$ cat src/rtl/search_sequencer_if.sv
// Memory read port of the search sequencer: one outstanding read at a time.
// Handshake: mem_req acts as valid and mem_addr is held stable while it is high; mem_ack acts
// as ready/response, and the read completes in the cycle where mem_req && mem_ack, with mem_rdata valid then.
interface search_sequencer_if #(
    parameter int DATA_W = 19,
    parameter int ADDR_W = 19
);
    logic              mem_req;
    logic [ADDR_W-1:0] mem_addr;
    logic              mem_ack;
    logic [DATA_W-1:0] mem_rdata;

    modport master (output mem_req, output mem_addr, input mem_ack, input mem_rdata);
    modport slave  (input mem_req, input mem_addr, output mem_ack, output mem_rdata);
endinterface

$ cat src/rtl/search_sequencer.sv
// Linear memory search: reads len words from base, compares each against key through an
// external shared equality detector, and reports the first matching address.
module search_sequencer #(
    parameter int DATA_W = 19,
    parameter int ADDR_W = 19
) (
    input  logic                  clk,
    input  logic                  rst,
    input  logic                  start,
    input  logic                  abort,
    input  logic [DATA_W-1:0]     key,
    input  logic [ADDR_W-1:0]     base,
    input  logic [ADDR_W-1:0]     len,
    search_sequencer_if.master    mem,
    output logic [DATA_W-1:0]     cmp_ac,
    output logic [DATA_W-1:0]     cmp_dr,
    input  logic                  eq,
    output logic                  busy,
    output logic                  done,
    output logic                  found,
    output logic [ADDR_W-1:0]     match_addr,
    output logic [1:0]            dbg_state
);

    typedef enum logic [1:0] {
        S_IDLE = 2'd0,
        S_REQ  = 2'd1,
        S_CMP  = 2'd2,
        S_FIN  = 2'd3
    } state_t;

    state_t            state_q, state_d;
    logic [DATA_W-1:0] key_q, key_d;
    logic [DATA_W-1:0] dr_q, dr_d;
    logic [ADDR_W-1:0] addr_q, addr_d;
    logic [ADDR_W-1:0] remain_q, remain_d;
    logic [ADDR_W-1:0] match_q, match_d;
    logic              found_q, found_d;
    // Zero-length searches spend one extra IDLE cycle so done lands two cycles after start.
    logic              zpend_q, zpend_d;

    always_ff @(posedge clk or posedge rst) begin
        if (rst) begin
            state_q  <= S_IDLE;
            key_q    <= '0;
            dr_q     <= '0;
            addr_q   <= '0;
            remain_q <= '0;
            match_q  <= '0;
            found_q  <= 1'b0;
            zpend_q  <= 1'b0;
        end else begin
            state_q  <= state_d;
            key_q    <= key_d;
            dr_q     <= dr_d;
            addr_q   <= addr_d;
            remain_q <= remain_d;
            match_q  <= match_d;
            found_q  <= found_d;
            zpend_q  <= zpend_d;
        end
    end

    always_comb begin
        state_d  = state_q;
        key_d    = key_q;
        dr_d     = dr_q;
        addr_d   = addr_q;
        remain_d = remain_q;
        match_d  = match_q;
        found_d  = found_q;
        zpend_d  = 1'b0;
        unique case (state_q)
            S_IDLE: begin
                if (zpend_q) begin
                    state_d = S_FIN;
                end else if (start) begin
                    found_d = 1'b0;
                    match_d = '0;
                    if (len != '0) begin
                        key_d    = key;
                        addr_d   = base;
                        remain_d = len;
                        state_d  = S_REQ;
                    end else begin
                        zpend_d = 1'b1;
                    end
                end
            end
            S_REQ: begin
                // Abort beats a same-cycle ack; the returning word is dropped.
                if (abort) begin
                    found_d = 1'b0;
                    state_d = S_FIN;
                end else if (mem.mem_ack) begin
                    dr_d    = mem.mem_rdata;
                    state_d = S_CMP;
                end
            end
            S_CMP: begin
                if (abort) begin
                    found_d = 1'b0;
                    state_d = S_FIN;
                end else if (eq) begin
                    found_d = 1'b1;
                    match_d = addr_q;
                    state_d = S_FIN;
                end else if (remain_q == ADDR_W'(1)) begin
                    state_d = S_FIN;
                end else begin
                    remain_d = remain_q - ADDR_W'(1);
                    addr_d   = addr_q + ADDR_W'(1);
                    state_d  = S_REQ;
                end
            end
            S_FIN: begin
                state_d = S_IDLE;
            end
            default: begin
                state_d = S_IDLE;
            end
        endcase
    end

    assign mem.mem_req  = (state_q == S_REQ);
    assign mem.mem_addr = addr_q;
    assign cmp_ac       = key_q;
    assign cmp_dr       = dr_q;
    assign busy         = (state_q != S_IDLE);
    assign done         = (state_q == S_FIN);
    assign found        = found_q;
    assign match_addr   = match_q;
    assign dbg_state    = state_q;

endmodule

$ cat src/flat_wrapper.sv
// flat-port wrapper written by rule: the top's interface ports become plain ports
module search_sequencer_flat 
#(
    parameter int DATA_W = 19,
    parameter int ADDR_W = 19
)
  (clk, rst, start, abort, key, base, len, cmp_ac, cmp_dr, eq, busy, done, found, match_addr, dbg_state, mem_mem_req, mem_mem_addr, mem_mem_ack, mem_mem_rdata);
  search_sequencer_if #(.DATA_W(DATA_W), .ADDR_W(ADDR_W)) mem_i ();
  input  logic clk;
  input  logic rst;
  input  logic start;
  input  logic abort;
  input  logic [DATA_W-1:0] key;
  input  logic [ADDR_W-1:0] base;
  input  logic [ADDR_W-1:0] len;
  output logic [DATA_W-1:0] cmp_ac;
  output logic [DATA_W-1:0] cmp_dr;
  input  logic eq;
  output logic busy;
  output logic done;
  output logic found;
  output logic [ADDR_W-1:0] match_addr;
  output logic [1:0] dbg_state;
  output wire logic [$bits(mem_i.mem_req)-1:0] mem_mem_req;
  output wire logic [$bits(mem_i.mem_addr)-1:0] mem_mem_addr;
  input wire logic [$bits(mem_i.mem_ack)-1:0] mem_mem_ack;
  input wire logic [$bits(mem_i.mem_rdata)-1:0] mem_mem_rdata;
  assign mem_mem_req = mem_i.mem_req;
  assign mem_mem_addr = mem_i.mem_addr;
  assign mem_i.mem_ack = mem_mem_ack;
  assign mem_i.mem_rdata = mem_mem_rdata;
  search_sequencer #(.DATA_W(DATA_W), .ADDR_W(ADDR_W)) u_core (.clk(clk), .rst(rst), .start(start), .abort(abort), .key(key), .base(base), .len(len), .mem(mem_i), .cmp_ac(cmp_ac), .cmp_dr(cmp_dr), .eq(eq), .busy(busy), .done(done), .found(found), .match_addr(match_addr), .dbg_state(dbg_state));
endmodule
$ cat config.mk
export PLATFORM = sky130hd
export DESIGN_NAME = search_sequencer_flat
export DESIGN_NICKNAME = d
export VERILOG_FILES = /design/src/rtl/search_sequencer_if.sv /design/src/rtl/search_sequencer.sv /design/src/flat_wrapper.sv
export SDC_FILE = /design/constraint.sdc
export NUM_CORES = 1
export LEC_CHECK = 0
export ABC_AREA = 1
export CAP_MARGIN = 20
export CORE_MARGIN = 2
export CORE_UTILIZATION = 38
export CTS_CLUSTER_SIZE = 10
export DETAILED_ROUTE_END_ITERATION = 8
export GPL_TIMING_DRIVEN = 0
export PLACE_DENSITY_LB_ADDON = 0.25
export RECOVER_POWER = 100
export SETUP_SLACK_MARGIN = 0.3
export SLEW_MARGIN = 20
export SYNTH_ARGS = -nofsm -noshare
export SYNTH_HDL_FRONTEND = slang
export SYNTH_SLANG_ARGS = --single-unit
$ cat constraint.sdc
create_clock -name clk -period 3.3 [get_ports clk]
set_clock_uncertainty 0.15 [all_clocks]
set_input_delay 0.495 -clock clk [delete_from_list [all_inputs] [get_ports clk]]
set_output_delay 0.495 -clock clk [all_outputs]
set_load 0.05 [all_outputs]
==> results of run 1 <==
## worst reg2reg max path, delay by kind of cell, from the launching register on
family | cells | cell delay [ns]
AND/OR/NAND/NOR | 2 | 0.87
flip-flops | 1 | 0.48
buffers and inverters | 2 | 0.37
multiplexers | 1 | 0.35
AO/OA/AOI/OAI | 1 | 0.33
## power breakdown
part           switching, mW  internal [mW]  total [mW]
clock                  0.476          0.612        1.09
sequential             0.480           1.78        2.26
combinational           3.25           1.46        4.71
total                   4.21           3.85        8.06
## state kept, by name (all words and copies together), names as in the netlist
name	count
u_core.cmp_ac	19
u_core.cmp_dr	19
u_core.dbg_state	2
u_core.found	1
u_core.match_addr	19
u_core.mem.mem_addr	19
u_core.remain_q	19
u_core.zpend_q	1
## cell families (layout without fill, tap and decap cells)
group / Yosys count / after routing / synth area share, %
AOI/OAI and AO/OA: 55 / 55 / 5.995
xor gates and xnor gates: 5 / 5 / 0.8260
adders and majority gates: 3 / 3 / 0.7081
buffers and inverters: 90 / 272 / 7.293
DFF: 99 / 99 / 46.73
muxes: 32 / 32 / 6.797
and+or+nand+nor: 410 / 410 / 31.65
## worst min path at each step
| stage | startpoint | endpoint | slack (ns) | depth (start not counted) |
|---|---|---|---|---|
| floorplan | u_core.remain_q[1]$_DFFE_PP0P_ | u_core.remain_q[1]$_DFFE_PP0P_ | 0.32 | 2 |
| global placement | u_core.cmp_ac[15]$_DFFE_PP0P_ | u_core.cmp_ac[15]$_DFFE_PP0P_ | 0.31 | 2 |
| detailed placement | u_core.cmp_ac[4]$_DFFE_PP0P_ | u_core.cmp_ac[4]$_DFFE_PP0P_ | 0.33 | 2 |
| CTS | u_core.match_addr[5]$_DFFE_PP0P_ | u_core.match_addr[5]$_DFFE_PP0P_ | 0.34 | 1 |
| global route | u_core.cmp_dr[3]$_DFFE_PP0P_ | u_core.cmp_dr[3]$_DFFE_PP0P_ | 0.35 | 1 |
| finish | u_core.match_addr[5]$_DFFE_PP0P_ | u_core.match_addr[5]$_DFFE_PP0P_ | 0.33 | 1 |
## area by class of cell
class	count	area share, %
plain buffers	24	1.785
repair buffers	166	22.56
clock buffers	11	3.237
inverters	66	3.320
flip-flops and latches	99	33.03
clock inverters	5	0.8008
multi-input cells	505	32.27
well taps	180	3.003
## through the flow
step	hold slack (ns)	setup WS, ns	area [sq um]
finish	0.3300	0.6210	7500
global route	0.3516	0.3744	7500
CTS	0.3423	0.6831	7525
detailed placement	0.3261	0.5838	7222
global placement	0.3147	0.3829	7162
floorplan	0.3207	0.7900	5305
## cells in the final DEF, fill, tap and decap left out, drive strengths merged
master / instances
o2111ai: 1
clkdlybuf4s50: 78
o31ai: 3
nand3: 62
nand2: 257
mux2: 32
dlygate4sd3: 85
o21ai: 37
and3: 2
dfrtp: 99
buf: 12
bufinv: 1
clkinv: 3
a21oi: 6
or2: 5
nor2: 75
a21o: 5
clkbuf: 26
nand4: 4
clkinvlp: 2
nor3: 5
o21a: 1
inv: 65
ha: 3
xor2: 4
xnor2: 1
a22oi: 2
## per-layer routing
metal	vias up	GRT usage [%]	wire [um]
met5	-	0	0
met4	0	7.687	215
met3	13	7.163	1426
met2	174	33.24	7233
met1	2326	27.20	6727
li1	2555	-	-
==> summary.md, run 1 <==
| Metric | Value |
|---|---|
| Outcome | `complete, no violations` |
| HP Class | `register to register` |
| Setup crit end | `u_core.cmp_ac[5]$_DFFE_PP0P_` |
| Final setup violation count | `0` |
| CP Cell Sequence | `dlygate4sd3_1 -> nor2_1 -> nand2_1 -> nor2_1 -> nand3_1 -> nand3_1 -> clkbuf_1 -> clkbuf_1 -> nand2_1 -> o21ai_0` |
| Synth Warn # | `0` |
| Drc violations | `0` |
| Max_cap viols | `0` |
| CTS sink count | `99` |
| R2r setup slk | `0.64 ns` |
| Fin nets | `956` |
| Antenna Violating Nets Remaining | `0` |
| Achievable Freq | `0.3733 GHz` |
| Syn Area/Cell | `7.639 sq um` |
| Post-CTS setup buffers | `0` |
| Peak supply drop | `0.5319 mV` |
| R2R Path Start | `u_core.dbg_state[1]$_DFFE_PP0P_` |
| Library cells used by synthesis | `31` |
| Initial core utilization | `38.49%` |
| Synth area leaders | `dfrtp_1 (47%), nand2_1 (18%), nand3_1 (5.8%)` |
| R2R depth | `6` |
| Crit path launch | `len[2]` |
| Htree depth | `3` |
| Finished Layout Cells | `1056` |
| RD Place Congestion | `0.8663` |
| CTS Root Cell | `clkbuf_16` |
| Num ports | `164` |
| Gr usage total | `21.18%` |
| Drt initial violations | `220` |
| Syn Nets | `779` |
| Initial antenna violation count | `1` |
| Final count of hold timing violations | `0` |
| Synthesis-stage register bit count | `99` |
| Final core occ | `54.45%` |
| Sequential area share after synthesis | `46.73%` |
| Rows | `43` |
| Kind of critical path | `primary input to register` |
| WP data arrival | `2.79 ns` |
| Placed cells | `1040` |
| Final-layout fill cell count | `1335` |
| Max incr delay on CP | `0.58 ns` |
| TritonCTS Buffers | `9` |
| Area occupied by multi-input gates | `2420 sq um` |
| IO buf count | `163` |
| Pin slew with the least headroom to its limit | `1.214 ns` |
| Setup crit end kind | `register` |
| Reg area | `2477 sq um` |
| WP buf/inv | `3` |
| Part of the cycle the worst path needs | `81.18%` |
| Area growth, synth to finish | `41.47%` |
| RSZ-0062 raised after global routing | `no` |
| Share of cells above drive strength 1 | `6.621%` |
| Hold-fix buffers, CTS | `0` |
| Vias in the first global route | `4666` |
| Post-layout min period | `2.679 ns` |
| Yosys top cell by area | `dfrtp_1` |
| Slowest CP cell | `dlygate4sd3_1` |
| Main synth FF type | `dfrtp_1` |
| DP HPWL | `11.62 mm` |
| Largest fanout on the critical path | `10` |
| Wire per inst | `14.77 um` |
| R2r endpoint | `u_core.match_addr[17]$_DFFE_PP0P_` |
| Pwr dens | `1075 nW/um^2` |
| Final WL | `15.60 mm` |
| Tot Pwr | `8.063 mW` |
| TritonCTS clock tree | `yes` |
| Global-route wire length before repair | `24.10 mm` |
| Final TNS setup | `0 ns` |
| CP top delay family | `buffers and inverters` |
| Clk Latency, worst-skew pair | `0.35 ns` |
| Area share of the largest cell type after synthesis | `46.73%` |
| Die area | `14910 sq um` |
| Async set-or-reset flop fraction in the synthesized netlist | `100.0%` |
| Critical path depth | `10` |
| CP Data Required Time | `3.41 ns` |
| Synthesized area | `5301 sq um` |
| Startpoint Class | `primary input` |
| Die height | `122.1 um` |
| Top post-synthesis cells by count | `nand2_1 (255), dfrtp_1 (99), nor2_1 (70)` |
| Core box area | `13770 sq um` |
| Max-slew violation count | `0` |
| GRT overflow | `0` |
| Cells after synthesis | `694` |
| Max-slew headroom | `18.65%` |
| Vias | `5068` |
| Clk pin slew, worst setup/hold paths | `0.06 ns` |
| Post-cts gate resize count | `0` |
| 1st-pass router iterations | `5` |
| Die width | `122.1 um` |
| Max Buffers Root-to-Sink | `2` |
| P_leak | `3.768 nW` |
| Most common cell in the netlist | `nand2_1` |
| Diode count | `0` |
| Vias/cell | `4.799` |
| EDFF count, synth | `0` |
| Largest net degree at the start of global routing | `30` |
(Power assumes the default switching activity.)
==> inputs of run 2 (changes only) <==
- clock period: 3.3 -> 2.72 ns (I/O delays scaled with it)
==> run 2 against run 1 <==
Compared with the run above:
- die area unchanged
- register-to-register slack got worse by 0.20 ns
- sequential share of layout area increased by 0.14 points
- design area decreased by 0.42%
- worst setup slack got worse by 0.21 ns
- power increased by 22%
- worst hold slack about the same
- count of clock-buffer cells in the layout decreased by 2
- via count decreased by 0.30%
- routed wire length increased by 0.64%
==> summary.md, run 2 (synthesized netlist as in run 1, its figures left out) <==
| Metric | Value |
|---|---|
| Outcome | `complete, no violations` |
| Antenna Violating Nets Remaining | `0 (unchanged)` |
| Die area | `14910 sq um (unchanged)` |
| Internal Power | `4.640 mW (+20%)` |
| R2r setup slk | `0.44 ns (-0.20 ns)` |
| Part of the cycle the worst path needs | `84.86%` |
| CTS sink count | `99 (unchanged)` |
| Setup crit end kind | `output port` |
| DP Worst Slack | `0.1125 ns (-0.4713 ns)` |
| 1st-pass router iterations | `4 (-1)` |
| Global-route wire length before repair | `25.01 mm (+3.8%)` |
| NetSw | `5.173 mW (+23%)` |
| RSZ-0062 raised after global routing | `no` |
| Hold-fix buffers, CTS | `0 (unchanged)` |
| Slowest CP cell | `dlygate4sd3_1` |
| Gr usage total | `21.76% (+0.59 points)` |
| Htree depth | `3 (unchanged)` |
| Fin nets | `956 (unchanged)` |
| Max_cap viols | `0 (unchanged)` |
| Drt initial violations | `228 (+3.6%)` |
| Reg power frac | `28.0% (about the same)` |
| Drc violations | `0 (unchanged)` |
| R2R depth | `10 (+4)` |
| CTS Root Cell | `clkbuf_16` |
| IO buf count | `163 (unchanged)` |
| Max incr delay on CP | `0.91 ns (+0.33 ns)` |
| Crit path launch | `u_core.mem.mem_addr[4]$_DFFE_PP0P_` |
| CP Data Required Time | `2.16 ns (-1.25 ns)` |
| R2r endpoint | `u_core.remain_q[7]$_DFFE_PP0P_` |
| Setup WS post-layout | `0.4119 ns (-0.2091 ns)` |
| GRT overflow | `0 (unchanged)` |
| Pwr dens | `1314 nW/um^2 (+22%)` |
| Most frequent cells in the layout | `nand2_1 (256), dfrtp_1 (99), dlygate4sd3_1 (82)` |
| Kind of critical path | `register to output port` |
| WP buf/inv | `1 (-2)` |
| Critical path depth | `1 (-9)` |
| Vias in the first global route | `4852 (+4.0%)` |
| Die width | `122.1 um (unchanged)` |
| Initial antenna violation count | `0 (-1)` |
| Share of cells above drive strength 1 | `7.078% (+0.46 points)` |
| WP data arrival | `1.75 ns (-1.04 ns)` |
| Final TNS setup | `0 ns (unchanged)` |
| Wire per inst | `14.87 um (+0.64%)` |
| Max-slew violation count | `0 (unchanged)` |
| Final setup violation count | `0 (unchanged)` |
| Pin slew with the least headroom to its limit | `0.8138 ns (-0.3998 ns)` |
| DP HPWL | `11.71 mm (+0.78%)` |
| Largest net degree at the start of global routing | `33 (+10%)` |
| Final WL | `15.70 mm (+0.64%)` |
| Gate power share | `58.2% (-0.3 points)` |
| Startpoint Class | `register` |
| Vias/cell | `4.785 (-0.30%)` |
| Most common cell after layout, fill and taps aside | `nand2_1` |
| Initial core utilization | `38.49% (unchanged)` |
| Rows | `43 (unchanged)` |
| Area growth, synth to finish | `40.88%` |
| CP top delay family | `buffers and inverters` |
| Final count of hold timing violations | `0 (unchanged)` |
| Max-slew headroom | `45.75% (+27 points)` |
| Tot Pwr | `9.813 mW (+22%)` |
| Clock Power Share | `13.8% (+0.3 points)` |
| Switching fraction of total power | `52.71% (+0.52 points)` |
| P_leak | `3.761 nW (-0.17%)` |
| Diode count | `0 (unchanged)` |
| RD Place Congestion | `0.8864 (+2.3%)` |
| Clk Latency, worst-skew pair | `0.36 ns (about the same)` |
| HP Class | `register to register` |
| Die height | `122.1 um (unchanged)` |
| CP Cell Sequence | `dlygate4sd3_1` |
| Setup crit end | `mem_mem_addr[4]` |
| Peak supply drop | `0.8910 mV (+68%)` |
| Max Buffers Root-to-Sink | `2 (unchanged)` |
| Core box area | `13770 sq um (unchanged)` |
| TritonCTS Buffers | `9 (unchanged)` |
| Clk pin slew, worst setup/hold paths | `0.08 ns (+0.02 ns)` |
| Vias | `5053 (-0.30%)` |
| R2R Path Start | `u_core.remain_q[10]$_DFFE_PP0P_` |
| Post-layout min period | `2.308 ns` |
| Num ports | `164 (unchanged)` |
| Largest fanout on the critical path | `6 (-4)` |
| TritonCTS clock tree | `yes` |
| Achievable Freq | `0.4333 GHz` |
run 2: worst min-delay path by stage:
stage,from,to,slack [ns],cells after the start
3_3_place_gp,u_core.cmp_ac[11]$_DFFE_PP0P_,u_core.cmp_ac[11]$_DFFE_PP0P_,0.31,2
6_report,u_core.cmp_ac[17]$_DFFE_PP0P_,u_core.cmp_ac[17]$_DFFE_PP0P_,0.33,2
3_5_place_dp,u_core.cmp_ac[11]$_DFFE_PP0P_,u_core.cmp_ac[11]$_DFFE_PP0P_,0.32,2
5_1_grt,u_core.cmp_ac[3]$_DFFE_PP0P_,u_core.cmp_ac[3]$_DFFE_PP0P_,0.36,2
2_1_floorplan,u_core.remain_q[1]$_DFFE_PP0P_,u_core.remain_q[1]$_DFFE_PP0P_,0.32,2
4_1_cts,rst,u_core.mem.mem_addr[8]$_DFFE_PP0P_,0.22,2
run 2: power groups by stage:
stage,Clock [mW],Sequential [mW],Combinational [mW]
after floorplan,0,4.61,2.10
after global placement,0,2.77,5.92
after detailed placement,0,2.78,5.97
after CTS,1.38,2.78,5.98
after global routing,1.44,2.85,6.17
final,1.36,2.74,5.71
run 2: what timing repair did:
action / CTS / global route
gates resized for setup: 2 / 3
endpoints found under the setup margin: 2 / 2
buffers inserted: 0 / 0
run 2: worst min-delay path, cell delays in order (launching register included):
cell and delay [ns]:
dfrtp_1 0.34, nand2_1 0.05, o21ai_0 0.06
run 2: per-layer routing:
layer / up-vias / GRT usage, % / wire (um)
met5: - / 0 / 0
met4: 0 / 5.747 / 151
met3: 12 / 8.848 / 1448
met2: 153 / 34.29 / 7331
met1: 2340 / 27.82 / 6770
li1: 2548 / - / -
run 2: metrics by stage:
stage	util, %	hold slack [ns]	instance area (sq um)	std cells
6_report	54.22	0.3298	7468	1056
5_1_grt	54.22	0.3580	7468	1056
4_1_cts	54.69	0.2190	7532	1056
3_5_place_dp	52.47	0.3227	7227	1040
2_1_floorplan	-	0.3207	5310	694
3_3_place_gp	52.03	0.3139	7167	1037
run 2: area by class of cell:
cell class / instances / area (sq um)
Tap cell: 180 / 225.2
Timing Repair Buffer: 166 / 1653
Clock inverter: 7 / 82.58
Sequential cell: 99 / 2477
Fill cell: 1349 / 6305
Multi-Input combinational cell: 505 / 2427
Buffer: 24 / 128.9
Inverter: 66 / 249.0
Clock buffer: 9 / 225.2
